===== config.mk =====
export PLATFORM = sky130hd
export DESIGN_NAME = next_pc_unit
export DESIGN_NICKNAME = d
export VERILOG_FILES = /design/src/rtl/next_pc_unit_pkg.sv /design/src/rtl/return_addr_stack.sv /design/src/rtl/next_pc_unit.sv
export SDC_FILE = /design/constraint.sdc
export NUM_CORES = 1
export LEC_CHECK = 0
export CAP_MARGIN = 40
export CORE_UTILIZATION = 55
export CTS_BUF_LIST = sky130_fd_sc_hd__clkbuf_16
export DETAILED_ROUTE_END_ITERATION = 6
export PLACE_DENSITY = 0.87
export SLEW_MARGIN = 20
export SYNTH_ARGS = -nofsm -noshare
export SYNTH_HDL_FRONTEND = slang
export SYNTH_SLANG_ARGS = --single-unit

===== constraint.sdc =====
create_clock -name iClk -period 6.15 [get_ports iClk]
set_input_delay 0.615 -clock iClk [delete_from_list [all_inputs] [get_ports iClk]]
set_output_delay 0.615 -clock iClk [all_outputs]
set_load 0.02 [all_outputs]

===== src/rtl/next_pc_unit_pkg.sv =====
// Shared CPU definitions for next-PC selection: source encoding and sequential increment.
package next_pc_unit_pkg;

  typedef enum logic [2:0] {
    SRC_MISS   = 3'd0,
    SRC_JUMP   = 3'd1,
    SRC_RET    = 3'd2,
    SRC_BRANCH = 3'd3,
    SRC_SEQ    = 3'd4
  } pc_src_e;

  localparam int PC_INC = 4;

endpackage


===== src/rtl/return_addr_stack.sv =====
// Circular return-address stack: push on full overwrites the oldest entry and sets a sticky overflow.
// Top-of-stack is a combinational read of registered state; caller never pushes and pops together.
module return_addr_stack #(
  parameter int ADDR_W = 32,
  parameter int DEPTH  = 8
) (
  input  logic              clk_i,
  input  logic              rst_i,
  input  logic              push_i,
  input  logic              pop_i,
  input  logic [ADDR_W-1:0] push_dat_i,
  output logic [ADDR_W-1:0] top_o,
  output logic              empty_o,
  output logic              full_o,
  output logic              overflow_o
);

  localparam int PTR_W = $clog2(DEPTH);
  localparam int CNT_W = $clog2(DEPTH + 1);
  localparam logic [CNT_W-1:0] FULL_CNT = CNT_W'(DEPTH);

  logic [ADDR_W-1:0] mem_q [DEPTH];
  logic [PTR_W-1:0]  ptr_q, ptr_d;
  logic [CNT_W-1:0]  cnt_q, cnt_d;
  logic              ovf_q, ovf_d;

  assign empty_o    = (cnt_q == '0);
  assign full_o     = (cnt_q == FULL_CNT);
  assign overflow_o = ovf_q;
  // ptr_q names the next free slot, so the top lives one below it.
  assign top_o      = mem_q[ptr_q - PTR_W'(1)];

  always_comb begin
    ptr_d = ptr_q;
    cnt_d = cnt_q;
    ovf_d = ovf_q;
    if (push_i) begin
      ptr_d = ptr_q + PTR_W'(1);
      if (full_o) ovf_d = 1'b1;
      else        cnt_d = cnt_q + CNT_W'(1);
    end else if (pop_i && !empty_o) begin
      ptr_d = ptr_q - PTR_W'(1);
      cnt_d = cnt_q - CNT_W'(1);
    end
  end

  always_ff @(posedge clk_i) begin
    if (rst_i) begin
      ptr_q <= '0;
      cnt_q <= '0;
      ovf_q <= 1'b0;
    end else begin
      ptr_q <= ptr_d;
      cnt_q <= cnt_d;
      ovf_q <= ovf_d;
    end
  end

  always_ff @(posedge clk_i) begin
    if (push_i) mem_q[ptr_q] <= push_dat_i;
  end

endmodule


===== src/rtl/next_pc_unit.sv =====
// Next-PC selection with fixed-priority redirect sources and a return-address stack.
// oNewPC is combinational; oPC follows it one cycle later unless stalled.
module next_pc_unit
  import next_pc_unit_pkg::*;
#(
  parameter int                 ADDR_W    = 32,
  parameter int                 OFFSET_W  = 26,
  parameter int                 RAS_DEPTH = 8,
  parameter logic [ADDR_W-1:0]  RESET_PC  = '0
) (
  input  logic                iClk,
  input  logic                iReset,
  input  logic                iStall,
  input  logic [OFFSET_W-1:0] iOffset,
  input  logic                iBranchCmd,
  input  logic [ADDR_W-1:0]   iBranchAddr,
  input  logic                iBranchMissCmd,
  input  logic [ADDR_W-1:0]   iBranchMissAddr,
  input  logic                iJumpCmd,
  input  logic                iCallCmd,
  input  logic                iRetCmd,
  input  logic [ADDR_W-1:0]   iRetAddr,
  output logic [ADDR_W-1:0]   oPC,
  output logic [ADDR_W-1:0]   oNewPC,
  output logic                oRasEmpty,
  output logic                oRasFull,
  output logic                oRasOverflow,
  output logic                oRasUnderflow
);

  logic [ADDR_W-1:0] pc_q, pc_d;
  logic [ADDR_W-1:0] seq, jump_tgt, ret_tgt, ras_top;
  logic              ras_push, ras_pop, ras_empty, advance;
  pc_src_e           sel;

  assign seq      = pc_q + ADDR_W'(PC_INC);
  assign jump_tgt = {seq[ADDR_W-1:OFFSET_W], iOffset};
  assign ret_tgt  = ras_empty ? iRetAddr : ras_top;
  assign advance  = !iReset && !iStall;

  always_comb begin
    sel = SRC_SEQ;
    if      (iBranchMissCmd)        sel = SRC_MISS;
    else if (iJumpCmd || iCallCmd)  sel = SRC_JUMP;
    else if (iRetCmd)               sel = SRC_RET;
    else if (iBranchCmd)            sel = SRC_BRANCH;
  end

  always_comb begin
    oNewPC = seq;
    case (sel)
      SRC_MISS:   oNewPC = iBranchMissAddr;
      SRC_JUMP:   oNewPC = jump_tgt;
      SRC_RET:    oNewPC = ret_tgt;
      SRC_BRANCH: oNewPC = iBranchAddr;
      default:    oNewPC = seq;
    endcase
  end

  // A call is a jump that also links; masked commands never touch the stack.
  assign ras_push      = advance && (sel == SRC_JUMP) && iCallCmd;
  assign ras_pop       = advance && (sel == SRC_RET) && !ras_empty;
  assign oRasUnderflow = advance && (sel == SRC_RET) && ras_empty;

  assign pc_d = iStall ? pc_q : oNewPC;

  always_ff @(posedge iClk) begin
    if (iReset) pc_q <= RESET_PC;
    else        pc_q <= pc_d;
  end

  assign oPC       = pc_q;
  assign oRasEmpty = ras_empty;

  return_addr_stack #(
    .ADDR_W (ADDR_W),
    .DEPTH  (RAS_DEPTH)
  ) u_ras (
    .clk_i      (iClk),
    .rst_i      (iReset),
    .push_i     (ras_push),
    .pop_i      (ras_pop),
    .push_dat_i (seq),
    .top_o      (ras_top),
    .empty_o    (ras_empty),
    .full_o     (oRasFull),
    .overflow_o (oRasOverflow)
  );

endmodule


After elaboration in Yosys (flattened, before gate mapping)
Memory sizes are Yosys's and may differ from the RTL's.
Index checks and enable logic that the tools add are counted.
{"block": "word_totals", "register_bits": 40, "mem_bits_rw": 256, "inputBits": 130, "output_inout_bits": 68, "elab_cells": 44, "n_memories": 1}
{"block": "op_classes", "n_addsub": 5, "eq_ne": 5, "muxes": 13, "n_reduce_logical": 16}
{"name": "u_ras.mem_q", "depth": 8, "width": 32, "read_ports": 1, "rd_clocked_by_memory_dff": 0, "write_ports": 1, "line_no": "return_addr_stack.sv:22", "rtl": "logic [ADDR_W-1:0] mem_q [DEPTH];"}
{"op": "$pmux W32 S4", "n": 1}
{"op": "$add A32 B3 Y32 const B", "n": 1}
{"op": "$mux W32", "n": 1}
{"op": "$mux W3", "n": 6}
{"op": "$mux W4", "n": 3}
{"op": "$logic_and A1 B1 Y1", "n": 7}
{"op": "$eq A3 B2 Y1 const B", "n": 2}
{"op": "$add A4 B1 Y4 const B", "n": 1}
{"op": "$eq A4 B4 Y1 const B", "n": 1}
{"op": "$logic_not A4 Y1", "n": 1}
{"op": "$reduce_and A2 Y1", "n": 2}
{"op": "$sub A4 B1 Y4 const B", "n": 1}
{"op": "$add A3 B1 Y3 const B", "n": 1}
{"op": "$eq A3 B1 Y1 const B", "n": 1}
{"op": "$logic_not A1 Y1", "n": 3}
{"op": "$logic_not A3 Y1", "n": 1}
{"op": "$sub A3 B1 Y3 const B", "n": 1}
{"op": "$mux W1", "n": 2}
{"op": "$ne A2 B2 Y1 const B", "n": 1}
{"op": "$reduce_bool A2 Y1", "n": 1}
{"op": "$logic_or A1 B1 Y1", "n": 1}

Logic depth before layout (Yosys ltp)
{"block": "depth", "depth_word": 10, "mapped_depth": 13, "ltp_nobuf": 9}

By module
From an unflattened synthesis, not the netlist that was laid out.
{"block": "hier_totals", "hier_cells": 908, "area_unflattened_um2": 13848.3}
{"mod": "return_addr_stack", "instances": 1, "cells_per_inst": 442, "area_per_inst_um2": 10203.5, "seq_area_each_um2": 7847.5}
{"mod": "next_pc_unit", "instances": 1, "cells_per_inst": 466, "area_per_inst_um2": 3644.7, "seq_area_each_um2": 640.6}

Worst setup path before layout
No wires, ideal clock.
{"block": "synth_path", "kind": "input to register", "from": "in iStall", "to": "mem u_ras.mem_q[0][0] (enable)", "setup_time_ps": 502, "t_arrival_ps": 4821, "t_required_ps": 5648, "setup_slack_ps": 827, "stages": 7, "path_buffers": 3, "path_cell_list": "clkbuf_1 -> or2_1 -> buf_2 -> nor3b_2 -> inv_2 -> clkbuf_1 -> nor4_1"}
{"block": "synth_between", "elab_chain_cells": 6}
{"item": "start: declaration", "line_no": "next_pc_unit.sv:13", "rtl": "input logic iStall,"}
{"item": "$logic_not A1 Y1", "line_no": "next_pc_unit.sv:39", "rtl": "assign advance = !iReset && !iStall;"}
{"item": "$logic_and A1 B1 Y1", "line_no": "next_pc_unit.sv:39"}
{"item": "$logic_and A1 B1 Y1 (2 in series)", "line_no": "next_pc_unit.sv:61", "rtl": "assign ras_push = advance && (sel == SRC_JUMP) && iCallCmd;"}
{"item": "$mux W1", "line_no": "return_addr_stack.sv:60", "rtl": "if (push_i) mem_q[ptr_q] <= push_dat_i;"}
{"item": "$mux W1 (not written as such)", "line_no": "return_addr_stack.sv:60"}
{"item": "end: declaration", "line_no": "return_addr_stack.sv:22"}
Every way passes these cells.

Worst setup path after layout
{"block": "layout_path", "from": "reg u_ras.ptr_q[1]", "to": "out oNewPC[23]"}
{"block": "layout_between", "elab_chain_cells": 4}
{"item": "start: declaration", "line_no": "return_addr_stack.sv:23", "rtl": "logic [PTR_W-1:0] ptr_q, ptr_d;"}
{"item": "start signal: assignment", "line_no": "return_addr_stack.sv:53", "rtl": "ptr_q <= ptr_d;"}
{"item": "$sub A3 B1 Y3", "line_no": "return_addr_stack.sv:31", "rtl": "assign top_o = mem_q[ptr_q - PTR_W'(1)];"}
{"item": "$mem_v2 Z8 W32"}
{"item": "$mux W32", "line_no": "next_pc_unit.sv:38", "rtl": "assign ret_tgt = ras_empty ? iRetAddr : ras_top;"}
{"item": "$pmux W32 S4", "line_no": "next_pc_unit.sv:51", "rtl": "case (sel)"}
{"item": "end: declaration", "line_no": "next_pc_unit.sv:24", "rtl": "output logic [ADDR_W-1:0] oNewPC,"}
Every way passes these cells.

==> metrics.csv <==
metric,value,unit
antenna_found_initial,0,
timing.fmax,202,MHz
fin_tns_setup,0,ns
synth_warnings,0,
cts-htree-levels,1,
maxSlewHeadroom,42.9,%
finalSetupViolCount,0,
dp_hpwl,27.9,mm
nFillCells,1544,
grt.total_usage,33.1,%
seqPwrFrac,51.5,%
initial_core_util,56.3,%
period_share,80.5,%
core-area,24500,µm²
synth_area,13800,µm²
clk_latency,0.54,ns
ctsResizeCount,0,
power.density,257,nW/µm²
diodes,0,
maxCapViolations,0,
grt_max_degree,52,
cp-start-kind,register,
die_area,25700,µm²
violations,DRC,
ys_ff_latch,296,
dr_total_vias,10800,
cts_setup_buffers,0,
grt_pass1_vias,10700,
cts_root_buf,clkbuf_16,
min_path_type,register to register,
drc,4,
io_buffers,197,
dp_slack,1.92,ns
synth_top_area_share,55.8,%
rsz0062_at_grt,no,
finalWorstSetupSlack,1.20,ns
routedWlPerCell,27.0,µm
final_max_slew_viol_count,0,
cts_made_buffers,27,
vias_per_cell,6.81,
use_met3,5.58,%
area_growth,23.6,%
routabilityCongestion,0.876,
cts_buffer_depth,3,
p_clk_share,36.0,%
path_class,register to output port,
path_clk_slew,0.07,ns
ys_types,80,
path_max_fanout,33,
arrival,4.34,ns
drive_gt1_share,11.7,%
met2_usage,54.4,%
cts_tree,yes,
die_h,160,µm
p_int,0.00333,W
drtAntennaViolNets,0,
outcome,"finished, violations left",
grt.busiest_layer,met2,
ys_async_sr_fraction,0,%
finalClockSkew,0.0289,ns
avgSynthCellArea,13.0,µm²
syn_inst,1056,
tightest_slew,0.850,ns
p_leak,5.80,nW
rows,57,
synth_flop_cell,edfxtp_1,
synth_top_cell_by_area,edfxtp_1,
hold_viol,0,
use_met1,43.5,%
clock_sinks,296,
nNetsFinal,1381,
worst_ep_required_time,5.53,ns
p_switching,0.00104,W
die_w,160,µm
ys_top_cells_by_area,"edfxtp_1 56%, dfxtp_1 5.8%, mux4_2 4.7%",
irDropWorstVdd,168,µV
ioPinCount,198,
grt_pass1_wl,63.3,mm
layout_min_cycle_time,4.95,ns
synth_edf_count,256,
drtIter0Drc,1561,
endpoint_kind,output port,
postCtsHoldBufs,0,
dr.pass1.iters,7,
pwr-share-comb,12.5,%
routed_wl,42.9,mm
swShare,23.7,%
syn_nets,1191,
overflow,0,
ys_seq_area_share,61.6,%
cell usage in the layout, fill, tap and decap left out, types with 5 or more instances in the layout:
| cell | synthesis | final |
|---|---|---|
| edfxtp_1 | 256 | 256 |
| clkdlybuf4s50_1 | 0 | 196 |
| nand2_1 | 104 | 104 |
| nand3_1 | 57 | 57 |
| nor2_1 | 52 | 49 |
| mux2i_1 | 41 | 41 |
| dfxtp_1 | 40 | 39 |
| a21oi_1 | 35 | 35 |
| inv_1 | 18 | 30 |
| buf_4 | 5 | 30 |
| mux4_2 | 29 | 29 |
| clkbuf_16 | 0 | 27 |
| nor3_1 | 30 | 25 |
| a22oi_1 | 23 | 23 |
| nand4_1 | 21 | 21 |
| xnor2_1 | 17 | 17 |
| o21ai_0 | 16 | 16 |
| a221oi_1 | 16 | 16 |
| a31oi_1 | 15 | 15 |
| xor2_1 | 15 | 15 |
| nor2b_1 | 14 | 13 |
| mux2_2 | 11 | 11 |
| nor3b_1 | 9 | 9 |
| a2111oi_0 | 9 | 9 |
| o211ai_1 | 8 | 8 |
| nor3_2 | 3 | 8 |
| a211oi_1 | 8 | 8 |
| o21bai_1 | 7 | 7 |
| a311oi_1 | 6 | 6 |
| or3_1 | 6 | 6 |
| a22o_1 | 6 | 6 |
| o31ai_1 | 6 | 6 |
| a221o_1 | 6 | 6 |
| o21ba_1 | 6 | 6 |
| clkinv_1 | 2 | 6 |
| or4_1 | 5 | 5 |
layout make-up:
| type | instances | area (µm²) | area share [%] |
|---|---|---|---|
| sequential | 296 | 8490 | 49.8 |
| multi-input combinational | 663 | 4900 | 28.7 |
| timing repair buffer | 235 | 2330 | 13.7 |
| clock buffer | 27 | 676 | 3.97 |
| tap | 324 | 405 | 2.38 |
| clock inverter | 22 | 145 | 0.852 |
| inverter | 23 | 86.3 | 0.507 |
registers in the layout, indices dropped and copies added, names as in the netlist:
name	flops
u_ras.ptr_q	3
u_ras.overflow_o	1
u_ras.cnt_q	4
u_ras.mem_q	256
oPC	32
routing by layer:
layer  vias to the layer above  share of wire (%)
li1                       4514                  -
met3                       169                 13
met1                      5119                 35
met4                         0                4.5
met5                         -                  0
met2                      1027                 48
cell usage after synthesis (17+ instances only):
cell and number:
nor2_1 52, nand2_1 104, mux2i_1 41, edfxtp_1 256, a21oi_1 35, clkbuf_1 39, xnor2_1 17, inv_1 18
buf_2 20, nand4_1 21, nand3_1 57, a22oi_1 23, dfxtp_1 40, mux4_2 29, nor3_1 30
logic make-up (layout without fill, tap and decap cells):
| logic type | Yosys count | count (layout) | share of synthesized area, % |
|---|---|---|---|
| AO/OA/AOI/OAI | 208 | 208 | 11.3 |
| XOR/XNOR | 34 | 34 | 2.35 |
| adder cells (fa/ha/maj) | 5 | 5 | 0.454 |
| buffers and inverters | 97 | 307 | 3.29 |
| flip-flops | 296 | 296 | 61.6 |
| multiplexers | 81 | 81 | 8.62 |
| AND/OR/NAND/NOR | 335 | 335 | 12.4 |
final timing paths:
kind | from | to | slack, ns | cells after the start
setup reg to reg | u_ras.ptr_q[1] | oPC[23] | 2.78 | 8
setup / recovery | u_ras.ptr_q[1] | oNewPC[23] | 1.20 | 9
hold reg to reg | u_ras.overflow_o | u_ras.overflow_o | 0.50 | 2
hold / removal | u_ras.overflow_o | u_ras.overflow_o | 0.50 | 2
power by group through the flow:
stage,Combinational [W],Clock [W],Sequential (W)
2_1_floorplan,0.000261,0,0.00230
3_3_place_gp,0.000512,0,0.00229
3_5_place_dp,0.000528,0,0.00229
4_1_cts,0.000533,0.00157,0.00225
5_1_grt,0.000571,0.00165,0.00225
6_report,0.000547,0.00157,0.00225
worst max-delay path: stages (launching register included):
cell and delay (ns):
dfxtp_1 0.54, inv_1 0.09, ha_2 0.80, buf_4 0.52
nor2b_1 0.13, a2111oi_0 0.47, a211oi_1 0.13, a21oi_1 0.37
o21ba_1 0.21, clkdlybuf4s50_1 0.53
metrics by stage:
step / area (µm²) / instances / util, % / power (W) / hold slack (ns)
global placement: 16100 / 1531 / 65.7 / 0.00280 / 0.484
global route: 17000 / 1590 / 69.6 / 0.00447 / 0.541
floorplan: 13800 / 1056 / - / 0.00256 / 0.504
CTS: 17000 / 1587 / 69.5 / 0.00436 / 0.505
detailed placement: 16200 / 1538 / 66.1 / 0.00282 / 0.491
finish: 17000 / 1590 / 69.6 / 0.00437 / 0.502
Power figures use the tool's default switching activity.
